### config.mk
export PLATFORM = sky130hd
export DESIGN_NAME = wifi_tx_pilot_inserter
export DESIGN_NICKNAME = d
export VERILOG_FILES = /design/src/rtl/wifi_tx_pilot_inserter.sv
export SDC_FILE = /design/constraint.sdc
export NUM_CORES = 2
export LEC_CHECK = 0
export BUFFER_PORTS_ARGS = -buffer_cell sky130_fd_sc_hd__buf_4
export CAP_MARGIN = 10
export CORE_ASPECT_RATIO = 1.25
export CORE_MARGIN = 3
export CORE_UTILIZATION = 35
export CTS_CLUSTER_DIAMETER = 40
export DETAILED_ROUTE_END_ITERATION = 10
export RECOVER_POWER = 100
export SETUP_SLACK_MARGIN = 0.15
export SLEW_MARGIN = 25
export SYNTH_ARGS = -nofsm -noshare
export SYNTH_HDL_FRONTEND = slang
export SYNTH_SLANG_ARGS = --single-unit
### constraint.sdc
create_clock -name clk -period 4.7 [get_ports clk]
set_clock_uncertainty 0.05 [all_clocks]
set_input_delay 0.235 -clock clk [delete_from_list [all_inputs] [get_ports clk]]
set_output_delay 0.235 -clock clk [all_outputs]
set_load 0.005 [all_outputs]
### src/rtl/wifi_tx_pilot_inserter.sv
// wifi_tx_pilot_inserter
// Buffers 48 mapped data symbols per OFDM symbol in two ping-pong banks.
// Each full bank is emitted as one 64-sample frame in IFFT natural order
// (n = k mod 64), with BPSK pilots, the DC null and the guard nulls inserted.
// Optional build macro: WIFI_TX_PILOT_POLARITY_EN
//   defined   -> pilot polarity follows the x^7+x^4+1 scrambler sequence
//   undefined -> pilot polarity is +1 on every frame (no LFSR is built)
module wifi_tx_pilot_inserter #(
  parameter int                      WIDTH     = 12,
  parameter logic signed [WIDTH-1:0] PILOT_AMP = 12'sd512
) (
  input  logic                    clk,
  input  logic                    reset,
  input  logic                    valid_in,
  input  logic signed [WIDTH-1:0] data_in_real,
  input  logic signed [WIDTH-1:0] data_in_imag,
  output logic                    valid_out,
  output logic signed [WIDTH-1:0] data_out_real,
  output logic signed [WIDTH-1:0] data_out_imag,
  output logic                    sym_start,
  output logic                    sym_last,
  output logic                    overflow
);

  localparam int DEPTH = 48;
  localparam int SW    = 2 * WIDTH;

  typedef enum logic {
    ST_IDLE,
    ST_SEND
  } state_t;

  typedef enum logic [1:0] {
    SC_NULL,
    SC_DATA,
    SC_PILOT_POS,
    SC_PILOT_NEG
  } sc_kind_t;

  // Classify an output index: nulls, pilots (by base sign) or data.
  function automatic sc_kind_t sc_kind(input logic [5:0] n);
    sc_kind_t kind;
    kind = SC_DATA;
    if (n == 6'd0 || (n >= 6'd27 && n <= 6'd37)) begin
      kind = SC_NULL;
    end else if (n == 6'd7 || n == 6'd43 || n == 6'd57) begin
      kind = SC_PILOT_POS;
    end else if (n == 6'd21) begin
      kind = SC_PILOT_NEG;
    end
    return kind;
  endfunction

  // Buffer address holding the data symbol for output index n.
  // Positive subcarriers occupy addresses 24..47, negative ones 0..23.
  // Pilot and null positions return 0; their read data is never used.
  function automatic logic [5:0] sc_addr(input logic [5:0] n);
    logic [5:0] d;
    d = 6'd0;
    if (n >= 6'd1 && n <= 6'd6) begin
      d = n + 6'd23;
    end else if (n >= 6'd8 && n <= 6'd20) begin
      d = n + 6'd22;
    end else if (n >= 6'd22 && n <= 6'd26) begin
      d = n + 6'd21;
    end else if (n >= 6'd38 && n <= 6'd42) begin
      d = n - 6'd38;
    end else if (n >= 6'd44 && n <= 6'd56) begin
      d = n - 6'd39;
    end else if (n >= 6'd58) begin
      d = n - 6'd40;
    end
    return d;
  endfunction

  state_t          state_q;
  logic [5:0]      n_q;
  logic            rd_bank_q;
  logic            wr_bank_q;
  logic [5:0]      wr_cnt_q;
  logic [1:0]      full_q;
  logic [1:0]      full_d;
  logic [SW-1:0]   mem [0:2*DEPTH-1];
  logic [SW-1:0]   rd_data_q;

  logic            frame_end;
  logic            wr_target_free;
  logic            wr_accept;
  logic            wr_bank_done;
  logic [6:0]      wr_addr;
  logic [6:0]      rd_addr;
  logic [5:0]      rd_n_ahead;
  logic            pol_neg;
  logic signed [WIDTH-1:0] pilot_pos;
  logic signed [WIDTH-1:0] pilot_neg;

  // Last subcarrier of the frame being sent: the read bank is released here.
  assign frame_end = (state_q == ST_SEND) && (n_q == 6'd63);

  // A full bank still accepts a write if the reader releases it this cycle.
  assign wr_target_free = !full_q[wr_bank_q] || (frame_end && (rd_bank_q == wr_bank_q));
  assign wr_accept      = valid_in && wr_target_free;
  assign wr_bank_done   = wr_accept && (wr_cnt_q == 6'd47);

  assign wr_addr = (wr_bank_q ? 7'd48 : 7'd0) + {1'b0, wr_cnt_q};

  // The read is issued one subcarrier ahead so the registered RAM output
  // lines up with n_q in the output stage. Index 0 is always a null, so the
  // wrap from 63 to 0 never needs real data.
  assign rd_n_ahead = n_q + 6'd1;
  assign rd_addr    = (rd_bank_q ? 7'd48 : 7'd0) + {1'b0, sc_addr(rd_n_ahead)};

`ifdef WIFI_TX_PILOT_POLARITY_EN
  logic [6:0] lfsr_q;

  // Polarity bit for the current frame; also the bit shifted in on advance.
  assign pol_neg = lfsr_q[6] ^ lfsr_q[3];

  // Pilot scrambler: one step per completed frame.
  always_ff @(posedge clk or negedge reset) begin
    if (!reset) begin
      lfsr_q <= 7'b1111111;
    end else if (frame_end) begin
      lfsr_q <= {lfsr_q[5:0], pol_neg};
    end
  end
`else
  assign pol_neg = 1'b0;
`endif

  assign pilot_pos = pol_neg ? -PILOT_AMP : PILOT_AMP;
  assign pilot_neg = pol_neg ? PILOT_AMP : -PILOT_AMP;

  // Per-bank full flag next state: completion sets, release at frame end clears.
  for (genvar gi = 0; gi < 2; gi++) begin : g_bank
    assign full_d[gi] = (wr_bank_done && (wr_bank_q == 1'(gi))) |
                        (full_q[gi] & ~(frame_end && (rd_bank_q == 1'(gi))));
  end

  // Bank full flags.
  always_ff @(posedge clk or negedge reset) begin
    if (!reset) begin
      full_q <= 2'b00;
    end else begin
      full_q <= full_d;
    end
  end

  // Sample store: mapper write port and one-ahead registered read port.
  always_ff @(posedge clk) begin
    if (wr_accept) begin
      mem[wr_addr] <= {data_in_real, data_in_imag};
    end
    rd_data_q <= mem[rd_addr];
  end

  // Write pointer and sticky drop flag.
  always_ff @(posedge clk or negedge reset) begin
    if (!reset) begin
      wr_cnt_q  <= 6'd0;
      wr_bank_q <= 1'b0;
      overflow  <= 1'b0;
    end else if (valid_in) begin
      if (wr_accept) begin
        if (wr_cnt_q == 6'd47) begin
          wr_cnt_q  <= 6'd0;
          wr_bank_q <= ~wr_bank_q;
        end else begin
          wr_cnt_q <= wr_cnt_q + 6'd1;
        end
      end else begin
        overflow <= 1'b1;
      end
    end
  end

  // Read sequencer: wait for a full bank, then walk n = 0..63 without gaps,
  // chaining straight into the other bank when it is (or becomes) full.
  always_ff @(posedge clk or negedge reset) begin
    if (!reset) begin
      state_q   <= ST_IDLE;
      n_q       <= 6'd0;
      rd_bank_q <= 1'b0;
    end else begin
      case (state_q)
        ST_IDLE: begin
          n_q <= 6'd0;
          if (full_q[rd_bank_q]) begin
            state_q <= ST_SEND;
          end
        end
        ST_SEND: begin
          n_q <= n_q + 6'd1;
          if (n_q == 6'd63) begin
            rd_bank_q <= ~rd_bank_q;
            if (!full_d[~rd_bank_q]) begin
              state_q <= ST_IDLE;
            end
          end
        end
        default: begin
          state_q <= ST_IDLE;
          n_q     <= 6'd0;
        end
      endcase
    end
  end

  // Output stage: select data, pilot or null for the current index.
  always_ff @(posedge clk or negedge reset) begin
    if (!reset) begin
      valid_out     <= 1'b0;
      sym_start     <= 1'b0;
      sym_last      <= 1'b0;
      data_out_real <= '0;
      data_out_imag <= '0;
    end else begin
      valid_out     <= (state_q == ST_SEND);
      sym_start     <= (state_q == ST_SEND) && (n_q == 6'd0);
      sym_last      <= frame_end;
      data_out_real <= '0;
      data_out_imag <= '0;
      if (state_q == ST_SEND) begin
        case (sc_kind(n_q))
          SC_DATA: begin
            data_out_real <= rd_data_q[SW-1:WIDTH];
            data_out_imag <= rd_data_q[WIDTH-1:0];
          end
          SC_PILOT_POS: data_out_real <= pilot_pos;
          SC_PILOT_NEG: data_out_real <= pilot_neg;
          default: begin
          end
        endcase
      end
    end
  end

endmodule
# Word-level counts from Yosys, hierarchy flattened
# Memory sizes are Yosys's and may differ from the RTL's. A register that Yosys moved wholly into a read port is not among the register bits.
# Cells that the tools add are included.
# totals
input_bits,27
ff_bits,45
mem_bits_rw,2304
memories,1
output_inout_bits,28
word_cells,114
# mem_list
name,words,width,read_ports,rd_ports_with_merged_regs,wr,line_no,text
mem,96,24,1,1,1,83,logic [SW-1:0] mem [0:2*DEPTH-1];
# classes
magnitude_cmp,16
eq_ne,10
reduce_logical,25
mux,30
add_sub_neg,10
bitwise_logic,10
# ops
operator,n
2-to-1 mux 6 bit,9
2-to-1 mux 12 bit,3
case mux 12 bit (3 select lines),1
equality test 6 bit (second input constant),4
adder 6 x 5 -> 6 bit (second input constant),3
>= comparator 6 bit (second input constant),3
less-or-equal comparator 6 bit (second input constant),3
subtractor 6 bit (second input constant),3
logical AND 1 bit,15
adder 6 x 6 -> 7 bit,2
adder 6 x 1 -> 6 bit (second input constant),2
>= comparator 6 x 5 -> 1 bit (second input constant),2
less-or-equal comparator 6 x 5 -> 1 bit (second input constant),2
case mux 6 bit (2 select lines),1
2-to-1 mux 1 bit,11
2-to-1 mux 2 bit,4
equality test 6 x 3 -> 1 bit (second input constant),1
equality test 6 x 5 -> 1 bit (second input constant),1
>= comparator 6 x 1 -> 1 bit (second input constant),1
>= comparator 6 x 4 -> 1 bit (second input constant),1
less-or-equal comparator 6 x 3 -> 1 bit (second input constant),1
zero test 6 bit,1
less-than comparator 1 x 2 -> 1 bit (second input constant),3
NOT 1 bit,6
other kinds (10),18

# Depth between registers and ports, before layout
# depth
ltp_word,13
depth_mapped,25
depth_no_buf,22

# Worst setup path before layout
# No wires, ideal clock.
# synth_timing
path_type,register to register
from,reg n_q[0]
to,"reg rd_data_q[0], read port of mem"
slack_ns,-0.410
arrival_time_ns,4.996
synth_period_minus_slack_ns,5.110
t_required_ns,4.586
setup_ns,0.064
path_buffers,4
stages_incl_launch_ff,23
cell_sequence,dfrtp_1 > buf_2 > clkbuf_1 > inv_1 > ha_1 > inv_1 > ha_1 > nand3_1 > nand3_1 > mux2_2 > nand2_1 > nand2_1 > a221o_1 > nand3_1 > ha_1 > fa_1 > or3_1 > buf_1 > nor3_1 > clkbuf_1 > nand3_1 > and4_1 > nand4_1
# synth_between
elab_chain_cells,9
word_cells_on_any_way,30
cone_classes,add/sub: 8; order compare: 11; mux: 6; reduce/logical: 5
# synth_rtl
element,line_no,text
start: declaration,77,logic [5:0] n_q;
start signal: assignment,193,n_q <= n_q + 6'd1;
adder 6 x 1 -> 6 bit *,110,assign rd_n_ahead = n_q + 6'd1;
subtractor 6 bit (tied with other cells),71,d = n - 6'd40;
2-to-1 mux 6 bit / logical AND 1 bit (equally long branches),"70, 68",
2-to-1 mux 6 bit,68,end else if (n >= 6'd44 && n <= 6'd56) begin
2-to-1 mux 6 bit,66,end else if (n >= 6'd38 && n <= 6'd42) begin
2-to-1 mux 6 bit,64,end else if (n >= 6'd22 && n <= 6'd26) begin
2-to-1 mux 6 bit,62,end else if (n >= 6'd8 && n <= 6'd20) begin
2-to-1 mux 6 bit *,60,if (n >= 6'd1 && n <= 6'd6) begin
adder 6 x 6 -> 7 bit *,111,"assign rd_addr = (rd_bank_q ? 7'd48 : 7'd0) + {1'b0, sc_addr(rd_n_ahead)};"
end: declaration,84,logic [SW-1:0] rd_data_q;
# Every way passes the cells marked *; elsewhere a longest branch is shown, timed or not.
# A chain may end at the register's enable or synchronous reset.

# Worst setup path after layout
# layout_timing
from,reg n_q[1]
to,"reg rd_data_q[2], read port of mem"
# The elaborated chain is that of the path after synthesis.

==> reports/results.txt <==
H-tree depth -> 4
Seq/Total Area, Yosys -> 76.43%
Synth Flop Type -> edfxtp_1
DRC violations left -> 0
commonest non-fill, non-tap cells in the layout -> edfxtp_1 (2,304), nand2_1 (1,203), nand3_1 (683)
# clock sinks -> 2,373
Post-synth EDFFs -> 2,304
async set-or-reset flop fraction in the synthesized netlist -> 1.896%
Least-Margin Pin Slew -> 4.349 ns
f_max -> 203.7 MHz
hold_ws -> 0.1218 ns
synthesized flop and latch total -> 2,373
first-pass GRT wire length -> 393,500 um
Die Y -> 581.2 um
CP max FO -> 9
core box area -> 262,500 um2
Mapped Cells -> 5,792
IO Pins -> 55
Worst setup SP type -> register
gpl congestion -> 0.9078
Area Overhead vs Synth -> 19.74%
Final Worst Setup Slack -> -0.2097 ns
Syn Area/Cell -> 15.99 um2
vias in the first global route -> 53,600
sequential power share -> 54.8%
vias post-DR -> 54,700
Synth cell types -> 83
clock share of power -> 44.1%
Vias/cell -> 5.413
final setup TNS -> -3.131 ns
remaining global-route overflow -> 0
Final Util -> 42.25%
Hold WC Path Type -> in2reg
Clock Tree Buf Depth -> 4
Final Cycle Share -> 104.5%
syn_nets -> 5,840
Final min period -> 4.910 ns
count of yosys warnings during synthesis -> 0
count of endpoints failing setup in the final report -> 57
WS Path Type -> reg2reg
internal power -> 33.78 mW
# port buffers -> 54
CTS Buf Count -> 237
Critical Path AT -> 5.61 ns
crit end category -> register
layout cells sized above 1 -> 23.03%
Die Width -> 466.1 um
Tot Pwr -> 42.34 mW
placed cell area -> 101,600 um2
WL/cell -> 27.13 um
Pre-antenna DRT Iters -> 6
Rows -> 210
Total Routing Usage GR -> 19.79%
Clock Pin Slew Worst Setup and Hold Paths -> 0.06 ns
Final Non-Filler Cells -> 10,110
die area -> 270,900 um2
CTS root buffer -> clkbuf_16
pre-CTS setup slack -> -1.121 ns
DRT iter0 DRCs -> 6,400
Cell Area, Synth -> 92,630 um2
antenna violations before repair -> 14
failing checks -> max-capacitance violations, max-slew violations, negative setup slack
final WL -> 274,200 um
P_sw -> 8.559 mW
sw frac -> 20.21%
part of the power in combinational logic -> 1.1%
Max Cap Viol -> 35
Max-slew headroom -> -189.9%
most common cell after layout, fill and taps aside -> edfxtp_1
CP Data Required Time -> 5.40 ns
largest net degree at the start of global routing -> 101
latest clock arrival within the worst-skew pair -> 0.88 ns
Final Hold Vio Count -> 0
pwr dens -> 381.8 nW/um2
Post-DRT Antenna Nets -> 0
Max Slew Vio Count -> 1,617
run status -> finished, violations left
Lkg Pwr -> 37.43 nW
fin area -> 110,900 um2
dpl cells -> 9,582
TritonCTS clock tree -> yes
RSZ-0062 raised after global routing -> true
Initial Util -> 35.29%
FILL cells -> 23,220
Detailed Place HPWL -> 175,600 um
maximum vdd ir drop -> 293.7 uV
Final nets -> 6,464
==> per-layer routing <==
layer / part of all wire [%] / GRT usage [%]
met1: 39 / 26.56
met5: 0.0098 / 0
met3: 7.0 / 2.413
met4: 6.0 / 9.937
met2: 48 / 31.80
==> final cells by class <==
cell class,count,area (um2),area share [%]
Multi-Input combinational cell,3066,21530,19.41
Antenna cell,2,5.005,0.004512
Timing Repair Buffer,726,6543,5.899
Clock buffer,285,6266,5.650
Inverter,12,45.04,0.04061
Sequential cell,2373,70800,63.83
Tap cell,3498,4377,3.946
Clock inverter,143,1351,1.218
==> flip-flops by register name (all words and copies together), names as in the netlist <==
| name | cells |
|---|---|
| data_out_imag | 12 |
| data_out_real | 12 |
| full_q | 2 |
| mem | 2304 |
| n_q | 6 |
| overflow | 1 |
| rd_bank_q | 1 |
| rd_data_q | 24 |
| state_q | 1 |
| sym_last | 1 |
| sym_start | 1 |
| valid_out | 1 |
| wr_bank_q | 1 |
| wr_cnt_q | 6 |
==> Yosys cell counts, drive strengths merged, types with 20 or more instances <==
| master | number | area share [%] |
|---|---|---|
| dfrtp | 45 | 1.2 |
| and4 | 56 | 0.53 |
| buf | 174 | 1.0 |
| a32oi | 20 | 0.19 |
| nor3 | 23 | 0.14 |
| a21oi | 38 | 0.21 |
| nor2 | 172 | 0.70 |
| o21ai | 55 | 0.30 |
| nand3 | 699 | 3.8 |
| edfxtp | 2304 | 75 |
| o211ai | 31 | 0.26 |
| mux4 | 277 | 6.7 |
| dfxtp | 24 | 0.52 |
| clkbuf | 167 | 0.68 |
| nand4 | 33 | 0.22 |
| a31oi | 47 | 0.32 |
| nand2 | 1217 | 4.9 |
| mux2i | 40 | 0.43 |
| a22oi | 62 | 0.50 |
| and2 | 29 | 0.20 |
| and3 | 93 | 0.63 |
==> repair_timing <==
action / CTS / global route
hold buffers: 28 / 0
gates resized for setup: 154 / 136
buffers inserted: 18 / 39
pin swaps: 26 / 42
hold endpoints to repair: 1036 / 0
cloned: 4 / 4
endpoints found under the setup margin: 24 / 33
==> final timing paths <==
check                      slack, ns                to  startpoint  cells past startpoint
max                            -0.21      rd_data_q[2]      n_q[1]                     23
min                             0.12          overflow    valid_in                      3
max reg2reg                    -0.21      rd_data_q[2]      n_q[1]                     23
min reg2reg                     0.41          overflow    overflow                      1
max in group asynchronous       0.87            n_q[2]       reset                      4
min in group asynchronous       1.55  data_out_real[9]       reset                      3
==> logic make-up after synthesis <==
| family | after synthesis | synth area share, % |
|---|---|---|
| simple gates | 2358 | 11.40 |
| buf+inv | 353 | 1.726 |
| fa+ha+maj | 21 | 0.2999 |
| compound gates | 352 | 2.756 |
| mux | 322 | 7.228 |
| flops | 2373 | 76.43 |
| xor+xnor | 13 | 0.1594 |
==> power by group through the flow <==
stage / clock network [mW] / logic (mW) / registers, mW
2_1_floorplan: 0 / 0.000326 / 23.6
4_1_cts: 18.9 / 0.484 / 23.2
6_report: 18.7 / 0.463 / 23.2
5_1_grt: 19.7 / 0.485 / 23.2
3_5_place_dp: 0 / 0.464 / 23.6
3_3_place_gp: 0 / 0.443 / 23.6
==> critical path: stages, from the launching register on <==
cell	delay [ns]
dfrtp_2	0.44
ha_4	0.19
buf_8	0.14
xnor2_4	0.15
buf_4	0.16
ha_2	0.18
nand3_2	0.07
nand3_2	0.10
mux2_4	0.29
nand2_4	0.12
buf_6	0.12
nand2_2	0.07
a221o_1	0.31
nand3_2	0.11
ha_4	0.13
fa_2	0.50
nand2b_4	0.12
nand2b_4	0.13
buf_6	0.13
nor3_4	0.08
bufbuf_16	0.29
a22oi_2	0.39
and4_4	0.36
nand4_1	0.11
(Power assumes the default switching activity.)
